**src/rtl/fp_combination_mc_pkg.sv**
```systemverilog
// fp_combination_mc_pkg: shared float field widths, bias, packing offsets and round modes
package fp_combination_mc_pkg;
  typedef enum logic {RND_TRUNC = 1'b0, RND_RNE = 1'b1} rnd_mode_e;
  localparam int DEF_EXP_WIDTH = 8;
  localparam int DEF_MANTISSA_WIDTH = 7;
  function automatic int fp_width(int ew, int mw);
    return 1 + ew + mw;
  endfunction
  function automatic int fp_bias(int ew);
    return 2 ** (ew - 1) - 1;
  endfunction
  function automatic int exp_calc_width(int ew, int aw);
    return ew + $clog2(aw) + 2;
  endfunction
  function automatic int sign_pos(int ew, int mw);
    return ew + mw;
  endfunction
endpackage

```
**src/rtl/fp_combination_mc_if.sv**
```systemverilog
// fp_combination_mc_if: accumulator, exponent and result handshakes
interface fp_combination_mc_if
  import fp_combination_mc_pkg::*;
#(
  parameter int ACC_WIDTH = 10,
  parameter int CH_NUM = 4,
  parameter int EXP_WIDTH = DEF_EXP_WIDTH,
  parameter int MANTISSA_WIDTH = DEF_MANTISSA_WIDTH
);
  localparam int FPW = fp_width(EXP_WIDTH, MANTISSA_WIDTH);
  logic [CH_NUM*ACC_WIDTH-1:0] acc;
  logic acc_vld, acc_rdy;
  logic [EXP_WIDTH-1:0] nmc_exp_max;
  logic nmc_exp_max_vld, nmc_exp_max_rdy;
  logic [EXP_WIDTH-1:0] data_wr_exp_max;
  logic data_wr_exp_max_vld, data_wr_exp_max_rdy;
  logic [CH_NUM*FPW-1:0] fp_result;
  logic fp_result_vld, fp_result_rdy;
  modport master (
    output acc, acc_vld, nmc_exp_max, nmc_exp_max_vld, data_wr_exp_max, data_wr_exp_max_vld, fp_result_rdy,
    input acc_rdy, nmc_exp_max_rdy, data_wr_exp_max_rdy, fp_result, fp_result_vld
  );
  modport slave (
    input acc, acc_vld, nmc_exp_max, nmc_exp_max_vld, data_wr_exp_max, data_wr_exp_max_vld, fp_result_rdy,
    output acc_rdy, nmc_exp_max_rdy, data_wr_exp_max_rdy, fp_result, fp_result_vld
  );
endinterface

```
**src/rtl/fp_combination_mc_norm_round.sv**
```systemverilog
// fp_norm_round: per-channel leading-one detect, normalise, round and special-case packing
module fp_norm_round
  import fp_combination_mc_pkg::*;
#(
  parameter int ACC_WIDTH = 10,
  parameter int EXP_WIDTH = DEF_EXP_WIDTH,
  parameter int MANTISSA_WIDTH = DEF_MANTISSA_WIDTH,
  parameter int ROUND_EN = 1,
  localparam int EW = exp_calc_width(EXP_WIDTH, ACC_WIDTH),
  localparam int FPW = fp_width(EXP_WIDTH, MANTISSA_WIDTH),
  localparam int PW = $clog2(ACC_WIDTH)
) (
  input  logic                 sign_i,
  input  logic [ACC_WIDTH-1:0] mag_i,
  input  logic signed [EW-1:0] exp_i,
  output logic [FPW-1:0]       fp_o
);
  logic [PW-1:0] p;
  logic [ACC_WIDTH-1:0] norm;
  logic [ACC_WIDTH+MANTISSA_WIDTH:0] ext;
  logic [MANTISSA_WIDTH-1:0] mant;
  logic guard, sticky, up;
  logic [MANTISSA_WIDTH:0] mant_r;
  logic signed [EW-1:0] e;
  // ext puts the leading one at its MSB with room below for guard and sticky bits
  always_comb begin
    p = '0;
    for (int i = 0; i < ACC_WIDTH; i++) p = mag_i[i] ? PW'(i) : p;
    norm = mag_i << (PW'(ACC_WIDTH - 1) - p);
    ext = {norm, {(MANTISSA_WIDTH + 1){1'b0}}};
    mant = ext[ACC_WIDTH+MANTISSA_WIDTH-1 -: MANTISSA_WIDTH];
    guard = ext[ACC_WIDTH-1];
    sticky = |ext[ACC_WIDTH-2:0];
    up = (ROUND_EN == int'(RND_RNE)) && guard && (sticky || mant[0]);
    mant_r = {1'b0, mant} + (MANTISSA_WIDTH + 1)'(up);
    e = exp_i + signed'(EW'(p)) + signed'(EW'(mant_r[MANTISSA_WIDTH]));
    fp_o = ~|mag_i ? '0 :
           e <= 0 ? {sign_i, {(FPW - 1){1'b0}}} :
           e >= 2 ** EXP_WIDTH - 1 ? {sign_i, {EXP_WIDTH{1'b1}}, {MANTISSA_WIDTH{1'b0}}} :
           {sign_i, e[EXP_WIDTH-1:0], mant_r[MANTISSA_WIDTH-1:0]};
  end
endmodule

```
**src/rtl/fp_combination_mc.sv**
```systemverilog
// fp_combination_mc: two-stage conversion of signed channel accumulators to packed floats
module fp_combination_mc
  import fp_combination_mc_pkg::*;
#(
  parameter int ACC_WIDTH = 10,
  parameter int CH_NUM = 4,
  parameter int EXP_WIDTH = DEF_EXP_WIDTH,
  parameter int MANTISSA_WIDTH = DEF_MANTISSA_WIDTH,
  parameter int EXP_ADJ = 0,
  parameter int ROUND_EN = 1
) (
  input logic clk,
  input logic rst,
  fp_combination_mc_if.slave bus_if
);
  localparam int EW = exp_calc_width(EXP_WIDTH, ACC_WIDTH);
  localparam int FPW = fp_width(EXP_WIDTH, MANTISSA_WIDTH);
  localparam int BIAS = fp_bias(EXP_WIDTH);
  logic [EXP_WIDTH-1:0] nmc_q, wr_q, nmc_eff, wr_eff;
  logic s1_vld_q, fp_vld_q, s2_adv, acc_rdy;
  logic [CH_NUM-1:0] s1_sign_d, s1_sign_q;
  logic [CH_NUM-1:0][ACC_WIDTH-1:0] s1_mag_d, s1_mag_q;
  logic signed [EW-1:0] s1_exp_d, s1_exp_q;
  logic [CH_NUM*FPW-1:0] fp_d, fp_q;
  // exponent updates arriving with a beat are bypassed so that beat sees them
  assign nmc_eff = bus_if.nmc_exp_max_vld ? bus_if.nmc_exp_max : nmc_q;
  assign wr_eff = bus_if.data_wr_exp_max_vld ? bus_if.data_wr_exp_max : wr_q;
  assign s2_adv = ~fp_vld_q | bus_if.fp_result_rdy;
  assign acc_rdy = ~s1_vld_q | s2_adv;
  assign bus_if.acc_rdy = acc_rdy;
  assign bus_if.nmc_exp_max_rdy = 1'b1;
  assign bus_if.data_wr_exp_max_rdy = 1'b1;
  assign bus_if.fp_result = fp_q;
  assign bus_if.fp_result_vld = fp_vld_q;
  always_comb begin
    s1_sign_d = '0;
    s1_mag_d = '0;
    for (int c = 0; c < CH_NUM; c++) begin
      s1_sign_d[c] = bus_if.acc[c*ACC_WIDTH+ACC_WIDTH-1];
      s1_mag_d[c] = s1_sign_d[c] ? -bus_if.acc[c*ACC_WIDTH +: ACC_WIDTH] : bus_if.acc[c*ACC_WIDTH +: ACC_WIDTH];
    end
    s1_exp_d = EW'(wr_eff) + EW'(nmc_eff) - EW'(BIAS) + EW'(EXP_ADJ);
  end
  for (genvar c = 0; c < CH_NUM; c++) begin : g_ch
    fp_norm_round #(
      .ACC_WIDTH(ACC_WIDTH), .EXP_WIDTH(EXP_WIDTH), .MANTISSA_WIDTH(MANTISSA_WIDTH), .ROUND_EN(ROUND_EN)
    ) u_norm (
      .sign_i(s1_sign_q[c]), .mag_i(s1_mag_q[c]), .exp_i(s1_exp_q), .fp_o(fp_d[c*FPW +: FPW])
    );
  end
  always_ff @(posedge clk) begin
    if (rst) begin
      nmc_q <= '0;
      wr_q <= '0;
      s1_vld_q <= 1'b0;
      s1_sign_q <= '0;
      s1_mag_q <= '0;
      s1_exp_q <= '0;
      fp_q <= '0;
      fp_vld_q <= 1'b0;
    end else begin
      if (bus_if.nmc_exp_max_vld) nmc_q <= bus_if.nmc_exp_max;
      if (bus_if.data_wr_exp_max_vld) wr_q <= bus_if.data_wr_exp_max;
      if (acc_rdy) s1_vld_q <= bus_if.acc_vld;
      if (acc_rdy && bus_if.acc_vld) begin
        s1_sign_q <= s1_sign_d;
        s1_mag_q <= s1_mag_d;
        s1_exp_q <= s1_exp_d;
      end
      if (s2_adv) fp_vld_q <= s1_vld_q;
      if (s2_adv && s1_vld_q) fp_q <= fp_d;
    end
  end
endmodule

```
**src/flat_wrapper.sv**
```systemverilog
// flat-port wrapper written by rule: the top's interface ports become plain ports
module fp_combination_mc_flat import fp_combination_mc_pkg::*;
#(
  parameter int ACC_WIDTH = 10,
  parameter int CH_NUM = 4,
  parameter int EXP_WIDTH = DEF_EXP_WIDTH,
  parameter int MANTISSA_WIDTH = DEF_MANTISSA_WIDTH,
  parameter int EXP_ADJ = 0,
  parameter int ROUND_EN = 1
)
  (clk, rst, bus_if_acc, bus_if_acc_vld, bus_if_nmc_exp_max, bus_if_nmc_exp_max_vld, bus_if_data_wr_exp_max, bus_if_data_wr_exp_max_vld, bus_if_fp_result_rdy, bus_if_acc_rdy, bus_if_nmc_exp_max_rdy, bus_if_data_wr_exp_max_rdy, bus_if_fp_result, bus_if_fp_result_vld);
  fp_combination_mc_if #(.ACC_WIDTH(ACC_WIDTH), .CH_NUM(CH_NUM), .EXP_WIDTH(EXP_WIDTH), .MANTISSA_WIDTH(MANTISSA_WIDTH)) bus_if_i ();
  input logic clk;
  input logic rst;
  input wire logic [$bits(bus_if_i.acc)-1:0] bus_if_acc;
  input wire logic [$bits(bus_if_i.acc_vld)-1:0] bus_if_acc_vld;
  input wire logic [$bits(bus_if_i.nmc_exp_max)-1:0] bus_if_nmc_exp_max;
  input wire logic [$bits(bus_if_i.nmc_exp_max_vld)-1:0] bus_if_nmc_exp_max_vld;
  input wire logic [$bits(bus_if_i.data_wr_exp_max)-1:0] bus_if_data_wr_exp_max;
  input wire logic [$bits(bus_if_i.data_wr_exp_max_vld)-1:0] bus_if_data_wr_exp_max_vld;
  input wire logic [$bits(bus_if_i.fp_result_rdy)-1:0] bus_if_fp_result_rdy;
  output wire logic [$bits(bus_if_i.acc_rdy)-1:0] bus_if_acc_rdy;
  output wire logic [$bits(bus_if_i.nmc_exp_max_rdy)-1:0] bus_if_nmc_exp_max_rdy;
  output wire logic [$bits(bus_if_i.data_wr_exp_max_rdy)-1:0] bus_if_data_wr_exp_max_rdy;
  output wire logic [$bits(bus_if_i.fp_result)-1:0] bus_if_fp_result;
  output wire logic [$bits(bus_if_i.fp_result_vld)-1:0] bus_if_fp_result_vld;
  assign bus_if_i.acc = bus_if_acc;
  assign bus_if_i.acc_vld = bus_if_acc_vld;
  assign bus_if_i.nmc_exp_max = bus_if_nmc_exp_max;
  assign bus_if_i.nmc_exp_max_vld = bus_if_nmc_exp_max_vld;
  assign bus_if_i.data_wr_exp_max = bus_if_data_wr_exp_max;
  assign bus_if_i.data_wr_exp_max_vld = bus_if_data_wr_exp_max_vld;
  assign bus_if_i.fp_result_rdy = bus_if_fp_result_rdy;
  assign bus_if_acc_rdy = bus_if_i.acc_rdy;
  assign bus_if_nmc_exp_max_rdy = bus_if_i.nmc_exp_max_rdy;
  assign bus_if_data_wr_exp_max_rdy = bus_if_i.data_wr_exp_max_rdy;
  assign bus_if_fp_result = bus_if_i.fp_result;
  assign bus_if_fp_result_vld = bus_if_i.fp_result_vld;
  fp_combination_mc #(.ACC_WIDTH(ACC_WIDTH), .CH_NUM(CH_NUM), .EXP_WIDTH(EXP_WIDTH), .MANTISSA_WIDTH(MANTISSA_WIDTH), .EXP_ADJ(EXP_ADJ), .ROUND_EN(ROUND_EN)) u_core (.clk(clk), .rst(rst), .bus_if(bus_if_i));
endmodule
```
**config.mk**
```make
export PLATFORM = sky130hd
export DESIGN_NAME = fp_combination_mc_flat
export DESIGN_NICKNAME = d
export VERILOG_FILES = /design/src/rtl/fp_combination_mc_pkg.sv /design/src/rtl/fp_combination_mc_if.sv /design/src/rtl/fp_combination_mc_norm_round.sv /design/src/rtl/fp_combination_mc.sv /design/src/flat_wrapper.sv
export SDC_FILE = /design/constraint.sdc
export NUM_CORES = 1
export LEC_CHECK = 0
export CAP_MARGIN = 0
export CORE_MARGIN = 2
export CORE_UTILIZATION = 43
export CTS_BUF_LIST = sky130_fd_sc_hd__clkbuf_4 sky130_fd_sc_hd__clkbuf_8 sky130_fd_sc_hd__clkbuf_16
export CTS_CLUSTER_SIZE = 10
export DETAILED_ROUTE_END_ITERATION = 7
export PLACE_DENSITY_LB_ADDON = 0.05
export SYNTH_ARGS = -nofsm -noshare
export SYNTH_HDL_FRONTEND = slang
export SYNTH_SLANG_ARGS = --single-unit
export TNS_END_PERCENT = 1
```
**constraint.sdc**
```tcl
create_clock -name clk -period 5.6 [get_ports clk]
set_clock_uncertainty 0.05 [all_clocks]
set_input_delay 1.68 -clock clk [delete_from_list [all_inputs] [get_ports clk]]
set_output_delay 1.68 -clock clk [all_outputs]
set_load 0.02 [all_outputs]
```
Word-level counts from Yosys, hierarchy flattened
Index checks and enable logic that the tools add are counted.
{"block": "op_classes", "magnitude_cmp": 8, "shift": 4, "addsub": 22, "reduce_logical": 14, "n_mux": 54, "n_bitwise": 4}
{"op": "2-to-1 mux 15 bit", "count": 8}
{"op": "2-to-1 mux 16 bit", "count": 4}
{"op": "adder 14 x 2 -> 14 bit", "count": 4}
{"op": "adder 14 x 5 -> 14 bit", "count": 4}
{"op": ">= comparator 14 x 9 -> 1 bit (second input constant)", "count": 4}
{"op": "less-or-equal comparator 14 x 1 -> 1 bit (second input constant)", "count": 4}
{"op": "2-to-1 mux 3 bit", "count": 16}
{"op": "2-to-1 mux 10 bit", "count": 4}
{"op": "negator 10 bit", "count": 4}
{"op": "OR reduction 10 bit", "count": 4}
{"op": "left shift 10 x 4 -> 9 bit", "count": 4}
{"op": "adder 7 x 1 -> 8 bit", "count": 4}
{"op": "2-to-1 mux 4 bit", "count": 8}
{"op": "2-to-1 mux 2 bit", "count": 8}
{"op": "2-to-1 mux 8 bit", "count": 2}
{"op": "subtractor 4 bit (first input constant)", "count": 4}
{"op": "subtractor 14 x 7 -> 14 bit (second input constant)", "count": 1}
{"op": "adder 8 x 8 -> 9 bit", "count": 1}
{"op": "logical AND 1 bit", "count": 6}
{"op": "logical OR 1 bit", "count": 4}
{"op": "2-to-1 mux 1 bit", "count": 4}
{"op": "NOT 1 bit", "count": 2}
{"op": "OR 1 bit", "count": 2}
{"block": "word_totals", "wordCells": 117, "output_inout_bits": 68, "input_bits": 62, "ff_bits": 140}

Logic depth before layout (Yosys ltp)
Gate-level depths: netlist of run 1.
{"block": "logic_depth", "ltp_word": 19, "mapped_depth": 26, "depth_no_buf": 24}

Cells and area by module
A second synthesis of run 1 with hierarchy kept.
{"block": "hier_totals", "cells_unflattened": 1506, "hier_area_um2": 11524.8}
{"module": "fp_combination_mc", "n_inst": 1, "area_per_inst_um2": 5831.8, "seq_area_each_um2": 2722.6, "cells_each": 679}
{"module": "fp_norm_round (u_core.g_ch[1].u_norm ...)", "n_inst": 2, "area_per_inst_um2": 1345.0, "seq_area_each_um2": 0.0, "cells_each": 205}
{"module": "fp_norm_round (u_core.g_ch[0].u_norm)", "n_inst": 1, "area_per_inst_um2": 1634.1, "seq_area_each_um2": 0.0, "cells_each": 220}
{"module": "fp_norm_round (u_core.g_ch[2].u_norm)", "n_inst": 1, "area_per_inst_um2": 1368.8, "seq_area_each_um2": 0.0, "cells_each": 197}

Worst setup path before layout of run 1
Ideal clock, no wire load.
{"block": "synth_timing", "path_type": "reg2reg", "from": "reg u_core.s1_mag_q[2] (netlist bit)", "to": "reg u_core.fp_q[4], in the netlist u_core.bus_if.fp_result[4]", "n_path_buf": 2, "required_ns": 5.463, "arrival_ns": 5.550, "slack_ns": -0.087, "stages_incl_launch_ff": 23, "setup_ns": 0.087, "cell_sequence": "dfxtp_1 -> clkbuf_1 -> nor2_1 -> o31ai_1 -> nand2_1 -> ha_1 -> xnor2_1 -> nand2b_1 -> a211oi_1 -> o22ai_1 -> or4_1 -> fa_1 -> fa_1 -> nor2b_1 -> o21ai_0 -> a21oi_1 -> mux2i_1 -> nand3_1 -> or2_4 -> nor2_4 -> or4b_1 -> buf_2 -> o31ai_1"}
{"block": "synth_via", "elab_chain_cells": 18, "word_cells_on_any_way": 21}
{"element": "start: declaration", "line": "fp_combination_mc.sv:22", "text": "logic [CH_NUM-1:0][ACC_WIDTH-1:0] s1_mag_d, s1_mag_q;"}
{"element": "start signal: assignment", "line": "fp_combination_mc.sv:67", "text": "s1_mag_q <= s1_mag_d;"}
{"element": "2-to-1 mux 2 bit (2 in series)", "line": "fp_combination_mc_norm_round.sv:28", "text": "for (int i = 0; i < ACC_WIDTH; i++) p = mag_i[i] ? PW'(i) : p;"}
{"element": "2-to-1 mux 3 bit (4 in series)", "line": "fp_combination_mc_norm_round.sv:28"}
{"element": "2-to-1 mux 4 bit (2 in series)", "line": "fp_combination_mc_norm_round.sv:28"}
{"element": "subtractor 4 bit", "line": "fp_combination_mc_norm_round.sv:29", "text": "norm = mag_i << (PW'(ACC_WIDTH - 1) - p);"}
{"element": "left shift 10 x 4 -> 9 bit", "line": "fp_combination_mc_norm_round.sv:29"}
{"element": "logical OR 1 bit", "line": "fp_combination_mc_norm_round.sv:34", "text": "up = (ROUND_EN == int'(RND_RNE)) && guard && (sticky || mant[0]);"}
{"element": "logical AND 1 bit", "line": "fp_combination_mc_norm_round.sv:34"}
{"element": "adder 7 x 1 -> 8 bit", "line": "fp_combination_mc_norm_round.sv:35", "text": "mant_r = {1'b0, mant} + (MANTISSA_WIDTH + 1)'(up);"}
{"element": "adder 14 x 2 -> 14 bit", "line": "fp_combination_mc_norm_round.sv:36", "text": "e = exp_i + signed'(EW'(p)) + signed'(EW'(mant_r[MANTISSA_WIDTH]));"}
{"element": ">= comparator 14 x 9 -> 1 bit", "line": "fp_combination_mc_norm_round.sv:39", "text": "e >= 2 ** EXP_WIDTH - 1 ? {sign_i, {EXP_WIDTH{1'b1}}, {MANTISSA_WIDTH{1'b0}}} :"}
{"element": "2-to-1 mux 15 bit", "line": "fp_combination_mc_norm_round.sv:39"}
{"element": "2-to-1 mux 15 bit", "line": "fp_combination_mc_norm_round.sv:38", "text": "e <= 0 ? {sign_i, {(FPW - 1){1'b0}}} :"}
{"element": "2-to-1 mux 16 bit *", "line": "fp_combination_mc_norm_round.sv:37", "text": "fp_o = ~|mag_i ? '0 :"}
{"element": "end signal: assignment", "line": "fp_combination_mc.sv:71", "text": "if (s2_adv && s1_vld_q) fp_q <= fp_d;"}
{"element": "end: declaration", "line": "fp_combination_mc.sv:24", "text": "logic [CH_NUM*FPW-1:0] fp_d, fp_q;"}
Every way passes the cells marked *; elsewhere a longest branch is shown, timed or not.
A chain may end at the register's enable or synchronous reset.

Final worst setup path of run 1
{"block": "layout_timing", "from": "reg u_core.s1_mag_q[14] (netlist bit)", "to": "reg u_core.fp_q[22], in the netlist u_core.bus_if.fp_result[22]"}
{"block": "layout_via", "elab_chain_cells": 16, "word_cells_on_any_way": 19}
{"element": "2-to-1 mux 3 bit (4 in series)", "line": "fp_combination_mc_norm_round.sv:28"}
{"element": "2-to-1 mux 4 bit (2 in series)", "line": "fp_combination_mc_norm_round.sv:28"}
{"element": "subtractor 4 bit", "line": "fp_combination_mc_norm_round.sv:29"}
{"element": "left shift 10 x 4 -> 9 bit", "line": "fp_combination_mc_norm_round.sv:29"}
{"element": "logical OR 1 bit", "line": "fp_combination_mc_norm_round.sv:34"}
{"element": "logical AND 1 bit", "line": "fp_combination_mc_norm_round.sv:34"}
{"element": "adder 7 x 1 -> 8 bit", "line": "fp_combination_mc_norm_round.sv:35"}
{"element": "adder 14 x 2 -> 14 bit", "line": "fp_combination_mc_norm_round.sv:36"}
{"element": ">= comparator 14 x 9 -> 1 bit", "line": "fp_combination_mc_norm_round.sv:39"}
{"element": "2-to-1 mux 15 bit", "line": "fp_combination_mc_norm_round.sv:39"}
{"element": "2-to-1 mux 15 bit", "line": "fp_combination_mc_norm_round.sv:38"}
{"element": "2-to-1 mux 16 bit *", "line": "fp_combination_mc_norm_round.sv:37"}
Marked as above.

==> flow_summary.yaml, run 1 <==
die:
  die_h_um: 158.3
  die_w_um: 158.3
  core_area_mm2: 0.02340
  boundaryPins: 130
  dieArea_mm2: 0.02506
  start_util_pct: 43.74
  rows: 56
drt:
  ant_nets: 0
  vias: 9911
  firstDrtPassIters: 5
  drc: 0
  wl_um: 28500
  wl_per_cell_um: 15.76
  via_per_inst: 5.482
  drtIter0Drc: 641
cells_and_area:
  post-route-util_pct: 54.89
  area_delta_synth_final_pct: 25.48
  nets: 1580
  antenna-diode-count: 0
  drive_above_1_share_pct: 13.03
critical_path:
  cp-end-kind: "flip-flop"
  cp_max_fo: 5
  required_ps: 5870
  arrival_ps: 5610
  cp-start-kind: "flip-flop"
  critPathKind: "flip-flop to flip-flop"
sta:
  report.final.setup_viol: 0
  finalHoldViolations: 0
  tightest_slew_ps: 783.1
  relSlewSlack_pct: 47.80
  fin_ws_ps: 256.5
  max_freq_ghz: 0.1871
  drv_slew: 0
  min_period_ps: 5344
  period_share_pct: 95.42
clock_network:
  path_clk_slew_ps: 60
  cts_made_buffers: 17
  clockBufferDepth: 2
  insertion_delay_ps: 430
  cts_tree: "built"
  clkSinkCount: 140
  htreeDepth: 4
  cts.hold.buffers_added: 0
  clock-root-buffer: "clkbuf_16"
power_and_ir_drop:
  leakage_nw: 4.923
  p_per_area_mw_per_mm2: 291.4
  irDropWorstVdd_uv: 210.4
logic_synthesis:
  ys_ff_latch: 140
  seq_area_frac_synth_pct: 27.38
  syn_area_per_cell_um2: 7.606
  yosys_warnings: 0
  synth-edff-count: 0
  ys_async_sr_fraction_pct: 0
  syn_area_mm2: 0.01024
  synth_flop_cell: "dfxtp_1"
  synthCells: 1346
  synth_cell_types: 83
global_route:
  overflow: 0
  antenna_found_initial: 0
  grt_start_max_net_pins: 73
  track_usage_pct: 22.87
  grt_pass1_vias: 9250
  grt_first_pass_wirelength_um: 46050
place:
  dp_slack_ps: -56.64
  gp_congestion: 0.8932
  port_buffers: 127
  hpwl_um: 21230
min_path:
  hold_class: "flip-flop to flip-flop"
run_status:
  status: "complete, no violations"
job:
  maxCapViolations: 0
-- logic make-up (layout without fill, tap and decap cells) --
family | after synthesis | after routing | share of synthesized area, %
AND/OR/NAND/NOR | 497 | 497 | 23.78
AO/OA/AOI/OAI | 394 | 394 | 25.51
buffers and inverters | 142 | 284 | 5.549
flip-flops | 140 | 140 | 27.38
XOR/XNOR | 92 | 92 | 7.944
adder cells (fa/ha/maj) | 42 | 42 | 5.793
multiplexers | 38 | 38 | 4.009
other | 1 | 2 | 0.03663
-- per-stage QoR --
step	setup TNS (ps)	std cells	hold WS (ps)	instance area [um^2]	power (mW)
floorplan	-47.43	1347	386.0	10250	2.071
CTS	0	1807	402.1	12690	3.727
global route	-24.20	1808	420.2	12850	3.968
finish	0	1808	400.1	12850	3.744
detailed placement	-56.64	1775	393.8	12050	2.482
global placement	0	1775	389.2	12050	2.474
-- path summary, 6_finish.rpt --
check | start | end | slack, ps | cells after the start
worst max-delay path | u_core.s1_mag_q[14]$_SDFFE_PP0P_ | u_core.bus_if.fp_result[22]$_SDFFE_PP0P_ | 260 | 22
worst min-delay path | u_core.bus_if.fp_result[8]$_SDFFE_PP0P_ | u_core.bus_if.fp_result[8]$_SDFFE_PP0P_ | 400 | 2
worst max register to register | u_core.s1_mag_q[14]$_SDFFE_PP0P_ | u_core.bus_if.fp_result[22]$_SDFFE_PP0P_ | 260 | 22
worst min register to register | u_core.bus_if.fp_result[8]$_SDFFE_PP0P_ | u_core.bus_if.fp_result[8]$_SDFFE_PP0P_ | 400 | 2
-- routing by layer --
metal,up-vias,share of wire [%],GRT usage [%]
li1,5063,-,-
met1,4590,48,30.56
met2,231,46,38.57
met3,27,4.3,3.811
met4,0,1.3,5.491
met5,-,0,0
-- synth_stat cells, types with 12 or more instances --
cell type	instances	share of area, %
nand2_1	145	5.3
dfxtp_1	140	27
nor2_1	136	5.0
a21oi_1	94	4.6
o21ai_0	85	4.2
inv_1	62	2.3
clkbuf_1	54	2.0
xor2_1	51	4.4
nor2b_1	47	2.9
a211oi_1	46	3.4
xnor2_1	40	3.4
ha_1	33	4.0
nor3_1	30	1.5
mux2_2	24	2.6
nand3_1	24	1.2
a22oi_1	19	1.4
nand2b_1	17	1.0
o31ai_1	17	1.2
a22o_1	16	1.4
and2_1	16	0.98
nand4_1	16	0.98
buf_2	15	0.73
mux2i_1	14	1.4
and3_1	12	0.73
-- sequential cells by signal, summed over array words and instances (netlist names) --
register	cells
u_core.nmc_q	8
u_core.wr_q	8
u_core.s1_sign_q	4
u_core.bus_if.fp_result	64
u_core.bus_if.fp_result_vld	1
u_core.s1_exp_q	14
u_core.s1_mag_q	40
u_core.s1_vld_q	1
-- what timing repair did --
item | 4_1_cts | 5_1_grt
gates resized for setup | 1 | 36
pin swaps | 0 | 6
setup buffers | 0 | 1
setup endpoints to repair | 1 | 52
-- critical path, cell delays in order, from the launching register on --
cell and delay [ps]:
dfxtp_1 360, o31ai_2 320, nand2_1 110, ha_1 210, or3_1 360, and2_1 200, nor2_1 130, inv_1 90
o31ai_4 210, nand3_1 160, nor3b_2 250, nand3_1 150, fa_2 390, fa_1 400, nor2b_1 140, o21ai_1 120
a21oi_1 200, xnor2_1 160, nand3_1 90, or4_1 490, and3_1 240, nor2b_2 190, a22o_1 200
-- power breakdown --
group	leakage [nW]	switching (mW)	internal, mW	total, mW
registers	1.15	0.105	1.07	1.18
logic	3.46	0.737	0.593	1.33
clock network	0.309	0.481	0.754	1.24
-- cell usage in the layout, fill, tap and decap left out, types with 14 or more instances in the layout --
master / count
mux2i_1: 14
a22oi_1: 19
and2_1: 14
nor2b_1: 44
inv_1: 62
a21oi_1: 93
dfxtp_1: 137
nand2_1: 145
buf_4: 64
nor2_1: 129
xor2_1: 51
xnor2_1: 39
o31ai_1: 14
ha_1: 31
clkbuf_16: 17
clkdlybuf4s50_1: 126
a211oi_1: 43
mux2_2: 24
nand2b_1: 16
a22o_1: 16
nand3_1: 24
nand4_1: 16
o21ai_0: 84
nor3_1: 30
-- cell type report --
type / instances / area, um^2
flip-flops and latches: 140 / 2806
repair buffers: 190 / 1742
clock inverters: 15 / 211.5
inverters: 62 / 232.7
well taps: 319 / 399.1
multi-input cells: 1065 / 7029
fillers: 2309 / 10560
clock buffers: 17 / 425.4
No activity file was read; power rests on OpenSTA's default activity.
==> run 2: changes to the inputs <==
--- a/config.mk
+++ b/config.mk
@@ -11,6 +11,7 @@
 export CTS_BUF_LIST = sky130_fd_sc_hd__clkbuf_4 sky130_fd_sc_hd__clkbuf_8 sky130_fd_sc_hd__clkbuf_16
 export CTS_CLUSTER_SIZE = 10
 export DETAILED_ROUTE_END_ITERATION = 7
+export GPL_TIMING_DRIVEN = 0
 export PLACE_DENSITY_LB_ADDON = 0.05
 export SYNTH_ARGS = -nofsm -noshare
 export SYNTH_HDL_FRONTEND = slang
==> constraint.sdc (replaced) <==
create_clock -name clk -period 5.7 [get_ports clk]
set_clock_uncertainty 0.05 [all_clocks]
set_input_delay 1.71 -clock clk [delete_from_list [all_inputs] [get_ports clk]]
set_output_delay 1.71 -clock clk [all_outputs]
set_load 0.02 [all_outputs]
==> run 2 against run 1 <==
  * Setup slack lost 57 ps
  * Wire length grew 13%
  * Power shrank 2.2%
  * Highest routed layer unchanged
  * Design area grew 0.89%
  * First-iteration DRC count shrank 16%
  * Non-clock buffer count grew 22
  * Count of clock-buffer cells in the layout is the same
  * Critical endpoint is now u_core.bus_if.fp_result[4]$_SDFFE_PP0P_
==> flow_summary.yaml, run 2 (synthesized netlist as in run 1, its figures left out) <==
die:
  start_util_pct: 43.74
  boundaryPins: 130
  die_h_um: 158.3
  dieArea_mm2: 0.02506
  die_w_um: 158.3
  core_area_mm2: 0.02340
  rows: 56
critical_path:
  crit_path_cell_trace: "nor2_2 -> o31ai_4 -> nand2_4 -> ha_2 -> xnor2_2 -> nand2b_1 -> a21oi_1 -> o22ai_2 -> or4_4 -> fa_2 -> fa_2 -> nor2b_2 -> o21ai_2 -> a21oi_2 -> mux2i_1 -> nand3_1 -> or2_4 -> nor2_4 -> or4b_4 -> buf_2 -> o31ai_1"
  arrival_ps: 5800
  cp-start-kind: "flip-flop"
  cp_top_family: "simple AND/OR/NAND/NOR gates"
  path_buf_inv: 1
  cp-end-kind: "flip-flop"
  max_stage_delay_ps: 600
  critPathKind: "flip-flop to flip-flop"
  worstSetupPathDepth: 21
  cp_max_fo: 10
  required_ps: 6000
  cp_slowest_cell: "dfxtp_1"
  r2r_cells: 21
  crit_top_cell: "fa_2"
drt:
  drtIter0Drc: 538
  via_per_inst: 5.559
  wl_per_cell_um: 17.54
  firstDrtPassIters: 8
  ant_nets: 0
  wl_um: 32100
  vias: 10173
  drc: 0
sta:
  min_period_ps: 5501
  tns_ps: 0
  tightest_slew_ps: 927.4
  finalHoldViolations: 0
  relSlewSlack_pct: 38.17
  rsz0062_at_grt: "true"
  max_freq_ghz: 0.1818
  period_share_pct: 96.50
  drv_slew: 0
  report.final.setup_viol: 0
power_and_ir_drop:
  p_clk_share_pct: 31.4
  p_per_area_mw_per_mm2: 282.4
  power_switching_mw: 1.403
  combPwrFrac_pct: 37.7
  irDropWorstVdd_uv: 200.1
  swShare_pct: 38.33
  leakage_nw: 4.877
  cellInternalPower_mw: 2.257
  pwr-share-seq_pct: 30.9
  p_total_mw: 3.660
cells_and_area:
  drive_above_1_share_pct: 13.43
  nets: 1602
  final_common_cell: "nand2_1"
  post-route-util_pct: 55.38
  antenna-diode-count: 0
  final_cell_mix: "142 x nand2_1, 131 x dfxtp_1, 125 x nor2_1"
  final_cells: 1830
  largest_reg_flops: 64
  area_delta_synth_final_pct: 26.59
clock_network:
  htreeDepth: 4
  cts.hold.buffers_added: 0
  clockBufferDepth: 2
  cts_tree: "built"
  cts_made_buffers: 17
  clock-root-buffer: "clkbuf_16"
  path_clk_slew_ps: 70
  clkSinkCount: 140
  insertion_delay_ps: 430
place:
  gp_congestion: 0.9425
  port_buffers: 121
  hpwl_um: 24120
  placedCellCount: 1787
global_route:
  overflow: 0
  grt_pass1_vias: 9531
  grt_first_pass_wirelength_um: 50660
  met3_usage_pct: 4.491
  top_usage_layer: "met2"
  grt_start_max_net_pins: 17
  antenna_found_initial: 0
  use_met1_pct: 35.54
  track_usage_pct: 26.04
  grtUsageMet2_pct: 41.30
job:
  maxCapViolations: 0
min_path:
  hold_class: "flip-flop to flip-flop"
  hold_depth: 2
run_status:
  status: "complete, no violations"
## run 2: area by class of cell
cell class                      count  area (um^2)
Multi-Input combinational cell   1065         7239
Clock inverter                     15        172.7
Tap cell                          319        399.1
Clock buffer                       17        425.4
Sequential cell                   140         2821
Timing Repair Buffer              140         1354
Fill cell                        2298        10440
Inverter                           62        232.7
Buffer                             72        315.3
## run 2: what timing repair did
action,in CTS,in global routing
resized for setup,50,55
endpoints found under the setup margin,60,51
pin swaps,8,23
cloned,0,0
setup buffers,8,11
## run 2: routing by layer
| layer | up-vias | routed length (um) |
|---|---|---|
| met2 | 279 | 14130 |
| met3 | 47 | 1750 |
| met4 | 0 | 922 |
| met5 | - | 0 |
| li1 | 5101 | - |
| met1 | 4746 | 15290 |
## run 2: final timing paths
path	slack, ps	endpoint	startpoint
worst min-delay path	400	u_core.bus_if.fp_result[58]$_SDFFE_PP0P_	u_core.bus_if.fp_result[58]$_SDFFE_PP0P_
worst max-delay path	200	u_core.bus_if.fp_result[4]$_SDFFE_PP0P_	u_core.s1_mag_q[6]$_SDFFE_PP0P_
worst min register to register	400	u_core.bus_if.fp_result[58]$_SDFFE_PP0P_	u_core.bus_if.fp_result[58]$_SDFFE_PP0P_
worst max register to register	200	u_core.bus_if.fp_result[4]$_SDFFE_PP0P_	u_core.s1_mag_q[6]$_SDFFE_PP0P_
## run 2: worst min-delay path, stage by stage (launching register included)
cell and delay, ps:
dfxtp_1 310, nand2_1 50, a21oi_1 50
## run 2: per-stage QoR
step / hold WS, ps / setup slack [ps] / instance area (um^2)
final: 404.5 / 199.5 / 12960
after global routing: 420.2 / -62.69 / 12960
after CTS: 407.3 / 9.266 / 12670
after detailed placement: 395.8 / -1226 / 11850
after global placement: 385.3 / -1222 / 11850
after floorplan: 386.0 / 12.94 / 10240
## run 2: power by group through the flow
stage	sequential, mW	clock (mW)	combinational [mW]
2_1_floorplan	1.15	0	0.879
3_3_place_gp	1.14	0	1.26
3_5_place_dp	1.14	0	1.27
4_1_cts	1.13	1.16	1.31
5_1_grt	1.14	1.21	1.52
6_report	1.13	1.15	1.38
==> run 3: changes to the inputs <==
--- a/config.mk
+++ b/config.mk
@@ -7,7 +7,7 @@
 export LEC_CHECK = 0
 export CAP_MARGIN = 0
 export CORE_MARGIN = 2
-export CORE_UTILIZATION = 43
+export CORE_UTILIZATION = 50
 export CTS_BUF_LIST = sky130_fd_sc_hd__clkbuf_4 sky130_fd_sc_hd__clkbuf_8 sky130_fd_sc_hd__clkbuf_16
 export CTS_CLUSTER_SIZE = 10
 export DETAILED_ROUTE_END_ITERATION = 7
==> run 3 against run 2 <==
  * Maximum frequency is 1.2% higher
  * Power up 1.6%
  * Via count is 1.1% higher
  * Setup slack improved by 64 ps
  * Clock power is essentially flat
  * Global-route usage is 2.8 points higher
  * Sequential share of layout area is 0.13 points lower
  * Flip-flop and latch count did not move
  * First-iteration DRC count up 6.5%
  * Non-clock buffer count rose by 6
  * Critical path depth is the same
  * Critical endpoint unchanged
==> flow_summary.yaml, run 3 (synthesized netlist as in run 1, its figures left out) <==
run_status:
  status: "complete, no violations"
critical_path:
  cp_max_fo: 10
  cp-end-kind: "flip-flop"
  cp-start-kind: "flip-flop"
  critPathKind: "flip-flop to flip-flop"
  arrival_ps: 5730
  cp_slowest_cell: "or4_4"
  crit_path_cell_trace: "buf_2 -> o31ai_4 -> nand2_4 -> ha_4 -> nor2b_1 -> o211ai_1 -> nand3_2 -> nand4b_1 -> or4_4 -> fa_2 -> fa_1 -> nor2b_1 -> o21ai_1 -> a21oi_1 -> mux2i_1 -> nand3_1 -> or2_4 -> nor2_4 -> or4b_1 -> buf_2 -> o31ai_1"
  rrSetupSlack_ps: 260
  required_ps: 6000
  cp_top_family: "simple AND/OR/NAND/NOR gates"
  path_buf_inv: 2
  max_stage_delay_ps: 520
clock_network:
  path_clk_slew_ps: 70
  clockBufferDepth: 2
  insertion_delay_ps: 440
  cts_made_buffers: 17
  clock-root-buffer: "clkbuf_16"
  cts_tree: "built"
  htreeDepth: 4
  clkSinkCount: 140
job:
  maxCapViolations: 0
sta:
  max_freq_ghz: 0.1840
  hold_ws_ps: 395.4
  period_share_pct: 95.37
  drv_slew: 0
  rsz0062_at_grt: "true"
  tightest_slew_ps: 924.4
  relSlewSlack_pct: 38.37
  tns_ps: 0
  report.final.setup_viol: 0
  finalHoldViolations: 0
  min_period_ps: 5436
cells_and_area:
  drive_above_1_share_pct: 13.78
  largest_reg_flops: 64
  antenna-diode-count: 0
  nets: 1608
  stdcell_area_mm2: 0.01302
  final_cell_mix: "142 x nand2_1, 132 x dfxtp_1, 125 x nor2_1"
  final_common_cell: "nand2_1"
  final_cells: 1787
  area_delta_synth_final_pct: 27.21
global_route:
  track_usage_pct: 28.87
  antenna_found_initial: 0
  grt_pass1_vias: 9562
  grt_first_pass_wirelength_um: 50000
  overflow: 0
  grt_start_max_net_pins: 17
place:
  placedCellCount: 1738
  hpwl_um: 23060
  port_buffers: 121
  gp_congestion: 0.9558
  dpl_cell_area_mm2: 0.01179
die:
  dieArea_mm2: 0.02164
  rows: 52
  start_util_pct: 50.76
  boundaryPins: 130
  die_h_um: 147.1
  core_area_mm2: 0.02017
  die_w_um: 147.1
power_and_ir_drop:
  irDropWorstVdd_uv: 210.0
  leakage_nw: 4.938
  p_total_mw: 3.720
  p_per_area_mw_per_mm2: 285.7
min_path:
  hold_class: "flip-flop to flip-flop"
drt:
  firstDrtPassIters: 5
  drtIter0Drc: 573
  via_per_inst: 5.758
  drc: 0
  wl_per_cell_um: 17.75
  vias: 10289
  wl_um: 31720
  ant_nets: 0
## run 3: tightest hold or removal path: stages (launching register included)
cell and delay [ps]:
dfxtp_1 310, nand2_1 50, o21ai_1 50
## run 3: per-stage QoR
step                worst slack, ps  util [%]
floorplan                     12.94         -
global route                 -65.70     64.57
CTS                          -4.410     62.44
detailed placement           -976.8     58.46
global placement             -979.1     58.46
finish                        263.8     64.57
## run 3: repair_timing
item	in CTS	in global routing
resized for setup	46	73
hold buffers	0	0
setup buffers	6	20
pin swaps	8	25
setup endpoints to repair	60	51
## run 3: power by group
part / internal [mW] / switching [mW]
clock: 0.661 / 0.513
combinational: 0.600 / 0.817
sequential: 1.05 / 0.0745
total: 2.32 / 1.40
## run 3: routing by layer
metal	up-vias	global-route usage, %	wire [um]
li1	5110	-	-
met1	4776	38.68	14360
met2	345	46.66	14470
met3	58	5.311	2023
met4	0	10.48	869
met5	-	0	0
## run 3: path summary, 6_finish.rpt
kind / from / end / depth (start not counted)
worst max register to register: u_core.s1_mag_q[4]$_SDFFE_PP0P_ / u_core.bus_if.fp_result[4]$_SDFFE_PP0P_ / 21
worst min register to register: u_core.bus_if.fp_result[37]$_SDFFE_PP0P_ / u_core.bus_if.fp_result[37]$_SDFFE_PP0P_ / 2
worst max-delay path: u_core.s1_mag_q[4]$_SDFFE_PP0P_ / u_core.bus_if.fp_result[4]$_SDFFE_PP0P_ / 21
worst min-delay path: u_core.bus_if.fp_result[37]$_SDFFE_PP0P_ / u_core.bus_if.fp_result[37]$_SDFFE_PP0P_ / 2
## run 3: layout make-up
type | count | area, um^2
buffer | 71 | 310.3
clock buffer | 17 | 425.4
clock inverter | 15 | 177.7
fill | 1860 | 7147
inverter | 62 | 235.2
multi-input combinational | 1065 | 7312
sequential | 140 | 2818
tap | 270 | 337.8
timing repair buffer | 147 | 1406
